===== config.mk =====
export PLATFORM = sky130hd
export DESIGN_NAME = bcd_converter
export DESIGN_NICKNAME = d
export VERILOG_FILES = /design/src/rtl/bcd_converter.sv
export SDC_FILE = /design/constraint.sdc
export NUM_CORES = 1
export LEC_CHECK = 0
export CORE_MARGIN = 5
export CORE_UTILIZATION = 40
export DETAILED_ROUTE_END_ITERATION = 8
export PLACE_DENSITY = 0.67
export RECOVER_POWER = 100
export SLEW_MARGIN = 20
export SYNTH_ARGS = -nofsm -noshare
export SYNTH_HDL_FRONTEND = slang
export SYNTH_SLANG_ARGS = --single-unit

===== constraint.sdc =====
create_clock -name clk -period 3.5 [get_ports clk]
set_input_delay 0.875 -clock clk [delete_from_list [all_inputs] [get_ports clk]]
set_output_delay 0.875 -clock clk [all_outputs]
set_load 0.01 [all_outputs]

===== src/rtl/bcd_converter.sv =====
// rtl/bcd_converter.sv - sequential double-dabble binary-to-BCD converter, one bit per clock
// Digits are registered and only updated on the edge that raises done.
module bcd_converter #(
  parameter int WIDTH = 8
) (
  input  logic             clk,
  input  logic             rst,
  input  logic             start,
  input  logic [WIDTH-1:0] bin_in,
  output logic             busy,
  output logic             done,
  output logic [3:0]       hundreds,
  output logic [3:0]       tens,
  output logic [3:0]       ones
);

  localparam int CW = $clog2(WIDTH + 1);

  typedef enum logic {
    IDLE = 1'b0,
    CONV = 1'b1
  } state_t;

  state_t           state_q;
  logic [WIDTH-1:0] bin_q;
  logic [WIDTH-1:0] bin_d;
  logic [11:0]      bcd_q;
  logic [11:0]      bcd_d;
  logic [11:0]      adj_d;
  logic [CW-1:0]    cnt_q;
  logic             busy_q;
  logic             done_q;
  logic [3:0]       hun_q;
  logic [3:0]       ten_q;
  logic [3:0]       one_q;

  // A nibble >= 5 would reach >= 10 after the shift, so pre-correct it by +3.
  function automatic logic [3:0] adj3(input logic [3:0] n);
    return (n >= 4'd5) ? n + 4'd3 : n;
  endfunction

  always_comb begin
    adj_d = {adj3(bcd_q[11:8]), adj3(bcd_q[7:4]), adj3(bcd_q[3:0])};
    bcd_d = {adj_d[10:0], bin_q[WIDTH-1]};
    bin_d = bin_q << 1;
  end

  always_ff @(posedge clk or negedge rst) begin
    if (!rst) begin
      state_q <= IDLE;
      bin_q   <= '0;
      bcd_q   <= '0;
      cnt_q   <= '0;
      busy_q  <= 1'b0;
      done_q  <= 1'b0;
      hun_q   <= 4'd0;
      ten_q   <= 4'd0;
      one_q   <= 4'd0;
    end else begin
      done_q <= 1'b0;
      case (state_q)
        IDLE: begin
          if (start) begin
            bin_q   <= bin_in;
            bcd_q   <= '0;
            cnt_q   <= '0;
            busy_q  <= 1'b1;
            state_q <= CONV;
          end
        end
        CONV: begin
          bcd_q <= bcd_d;
          bin_q <= bin_d;
          cnt_q <= cnt_q + CW'(1);
          if (cnt_q == CW'(WIDTH - 1)) begin
            hun_q   <= bcd_d[11:8];
            ten_q   <= bcd_d[7:4];
            one_q   <= bcd_d[3:0];
            done_q  <= 1'b1;
            busy_q  <= 1'b0;
            state_q <= IDLE;
          end
        end
        default: state_q <= IDLE;
      endcase
    end
  end

  assign busy     = busy_q;
  assign done     = done_q;
  assign hundreds = hun_q;
  assign tens     = ten_q;
  assign ones     = one_q;

endmodule


* Word-level counts from Yosys, hierarchy flattened
Index checks and enable logic that the tools add are counted.
Cells by class: add/sub/neg operators 4, order comparisons 3, equal/unequal tests 3, mux-type cells 17, bitwise gates (word level) 1, reductions and logical operators 2
Operators with widths (count):
- 12-bit case mux with 2 select lines | 1
- 8-bit case mux with 2 select lines | 1
- 4-bit by 3-bit greater-or-equal comparator with 1-bit output (second input constant) | 3
- 12-bit two-way mux | 1
- 4-bit two-way mux | 3
- 4-bit by 2-bit adder with 4-bit output (second input constant) | 2
- 8-bit two-way mux | 1
- 4-bit case mux with 2 select lines | 1
- 1-bit two-way mux | 6
- 4-bit by 1-bit adder with 4-bit output (second input constant) | 1
- 4-bit by 3-bit == test with 1-bit output (second input constant) | 1
- 1-bit case mux with 2 select lines | 2
- 2-bit AND reduction | 2
- 3-bit by 2-bit adder with 3-bit output (second input constant) | 1
- 3-bit two-way mux | 1
- 2-bit by 1-bit != test with 1-bit output (second input constant) | 1
- 2-bit != test (second input constant) | 1
- 1-bit NOT | 1
Storage, ports and cells: bits in registers 39, input bits 11, output and inout bits 14, logic and storage cells 39

* Depth between registers and ports, before layout
depth in word-level cells 3, gate-level depth with buffers 6, depth with buffers taken out 6

* Least setup slack after synthesis
Ideal clock, no wire load.
kind input to register, start point input port start, end point register bin_q[1], setup time 0.127 ns, arrival time 1.449 ns, data required time 3.373 ns, path slack 1.923 ns, stages 4, path buffers 2, cells stage by stage buf_2 buf_4 mux2i_1 o21ai_0
On the way: longest elaborated chain between the ends 1
RTL lines:
- start: declaration | RTL line 8 | input logic start,
- 2-bit != test (no source line)
- end signal: assignment | RTL line 64 | bin_q <= bin_in;
- end signal: assignment | RTL line 73 | bin_q <= bin_d;
- end: declaration | RTL line 25 | logic [WIDTH-1:0] bin_q;
Every way passes these cells. A chain may end at the register's enable or synchronous reset.

* Worst setup path in the final report
start point input port start, end point register cnt_q[0]
On the way: longest elaborated chain between the ends 1
RTL lines:
- 2-bit != test (no source line)
- end signal: assignment | RTL line 74 | cnt_q <= cnt_q + CW'(1);
- end: declaration | RTL line 30 | logic [CW-1:0] cnt_q;
Every way passes these cells.

==> flow_summary.ini <==
[power]
total_power_mw = 2.07
cellPowerDensity_nw_per_um2 = 930
p_leak_nw = 1.09
ir_drop_uv = 429

[synth]
ys_types = 27
synth_fp_nets = 189
yosysSeqAreaShare_pct = 52.5
ys_ff_latch = 39
yosys.area.top_type = dfrtp_1
synth_flop_cell = dfrtp_1
ys.warnings.count = 0
synth_top_area_share_pct = 52.5
synthesis.instances = 171
syn_area_per_cell_um2 = 10.9
async_reset_ff_share_pct = 100
synth_most_common_cell = dfrtp_1
synth-edff-count = 0
synth_area_um2 = 1860
synth.area.top_cells = dfrtp_1 52%, mux2i_1 9.7%, nand2_1 6.1%
synthTopCellsByCount = 39 x dfrtp_1, 30 x nand2_1, 19 x o21ai_0

[worst_setup_path]
criticalPathCategory = in -> reg
rr_startpoint = cnt_q[0]
cp.required_ps = 3670
cp.depth = 5
worstPathArrival_ps = 2740
cp-end-kind = flop
path_delay_family = buffers and inverters
r2r_end = hundreds[1]
crit_start = start
critical_path.cell_chain = dlygate4sd3_1, clkbuf_1, clkinv_1, nand2_1, mux2i_1
r2r_setup_slack_ps = 1370
max_stage_delay_ps = 610
rr_worst_depth = 4
critPathBufInv = 3
cp_slowest_cell = clkbuf_1
cp-endpoint = cnt_q[0]
start_kind = input port
critPathMaxFanout = 15

[clock_tree]
post_cts_buffers = 0
cts.sinks = 39
htreeDepth = 2
insertion_delay_ps = 290
cts_hold_buf = 0
cts_tree = built
cts_buffers = 5
clkTransAtPathRegs_ps = 80
clock_path_buffers = 2
cts-resized-gates = 0
cts_root_buf = clkbuf_8

[timing]
final_max_slew_viol_count = 0
hold_viol = 0
fin_crit_ps = 2580
max_freq_mhz = 388
timing.slew.headroom_pct = 43.4
setup_tns_ps = 0
setup_viol = 0
tightest_slew_ps = 850
fin_skew_ps = 8.82
grt_setup_unrepaired = false
finalCritPeriodShare_pct = 73.7

[place]
dp_hpwl_mm = 2.46
gp_congestion = 0.722
placed_area_um2 = 2130
port_buffers = 24

[grt]
track_usage_pct = 12.6
grt_pass1_wl_mm = 6.20
grt_max_degree = 40
antenna_found_initial = 0
grt_pass1_vias = 1347
gr-total-overflow = 0

[detailed_routing]
via_per_inst = 5.14
drtIter0Drc = 60
remaining_drc_errors = 0
drt_pass1_iterations = 4
vias = 1284
routed_wl_mm = 3.51
avgRoutedWirePerCell_um = 14.1
drt.antenna.violating_nets = 0

[floorplanning]
die_h_um = 78.2
io-pin-count = 25
core_area_um2 = 4440
die_x_um = 78.2
dieArea_um2 = 6110
num_rows = 24
initial_core_util_pct = 41.8

[cells_and_area]
diodes = 0
nFillCells = 405
finish.instance_area_um2 = 2230
area_growth_pct = 19.9
drive_above_1_share_pct = 9.09
fin_nets = 215

[outcome]
outcome = finished clean

[hold_path]
hp-class = reg -> reg

[run]
cap_violations = 0
==> tightest hold or removal path, cell delays in order (launching register included) <==
cell and delay [ps]:
dfrtp_1 340, nand2_1 40, o21ai_0 60
==> sequential cells by signal, indices dropped and copies added, names as in the netlist <==
signal,flops
bcd_q,12
bin_q,8
busy,1
cnt_q,4
done,1
hundreds,4
ones,4
state_q,1
tens,4
==> final cells by class <==
class | count | area (um^2) | share of cell area, %
Inverter | 8 | 30.0 | 1.35
Multi-Input combinational cell | 117 | 795 | 35.6
Tap cell | 52 | 65.1 | 2.92
Timing Repair Buffer | 26 | 246 | 11.1
Sequential cell | 39 | 976 | 43.8
Clock buffer | 6 | 82.6 | 3.70
Clock inverter | 2 | 35.0 | 1.57
==> logic make-up (layout without fill, tap and decap cells) <==
logic type      Yosys count  count (layout)  synth area share (%)
simple gates             49              49                  13.3
mux                      22              22                  12.5
compound gates           34              34                  10.8
fa+ha+maj                 7               7                  4.71
xor+xnor                  5               5                  2.36
flops                    39              39                  52.5
buf+inv                  15              42                  3.77
==> layer usage <==
metal	GRT usage (%)	routed length [um]
met5	0	0
met4	3.15	22
met3	4.12	182
met2	21.2	1710
met1	15.6	1600
==> metrics by stage <==
step           utilization (%)  setup WS (ps)  instances  hold WS, ps
5_1_grt                   50.2            761        250          520
6_report                  50.2            921        250          474
3_5_place_dp              48.0           1320        242          467
3_3_place_gp              48.0           1370        242          462
4_1_cts                   50.7           1420        250          488
2_1_floorplan                -           1920        171          452
==> cell usage in the layout (no fill, tap or decap), types with 5 or more instances in the layout <==
master | synthesis | final
o21ai_0 | 19 | 20
clkdlybuf4s50_1 | 0 | 8
ha_1 | 7 | 7
inv_1 | 6 | 7
dfrtp_1 | 39 | 39
clkbuf_8 | 0 | 6
dlygate4sd3_1 | 0 | 15
mux2i_1 | 18 | 18
a21oi_1 | 5 | 5
nand2_1 | 30 | 30
nor3b_1 | 8 | 8
==> how the worst min path moves through the flow <==
stage,start,end,depth (start not counted)
after floorplan,bin_q[0],bin_q[1],2
after global placement,ones[3],ones[3],2
after detailed placement,bin_q[3],bin_q[4],2
after CTS,ones[3],ones[3],2
after global routing,hundreds[0],hundreds[0],2
final,ones[3],ones[3],2
==> power by group <==
part,switching (mW),internal [mW]
combinational,0.449,0.437
clock,0.159,0.231
sequential,0.146,0.652
No activity file was read; power rests on OpenSTA's default activity.
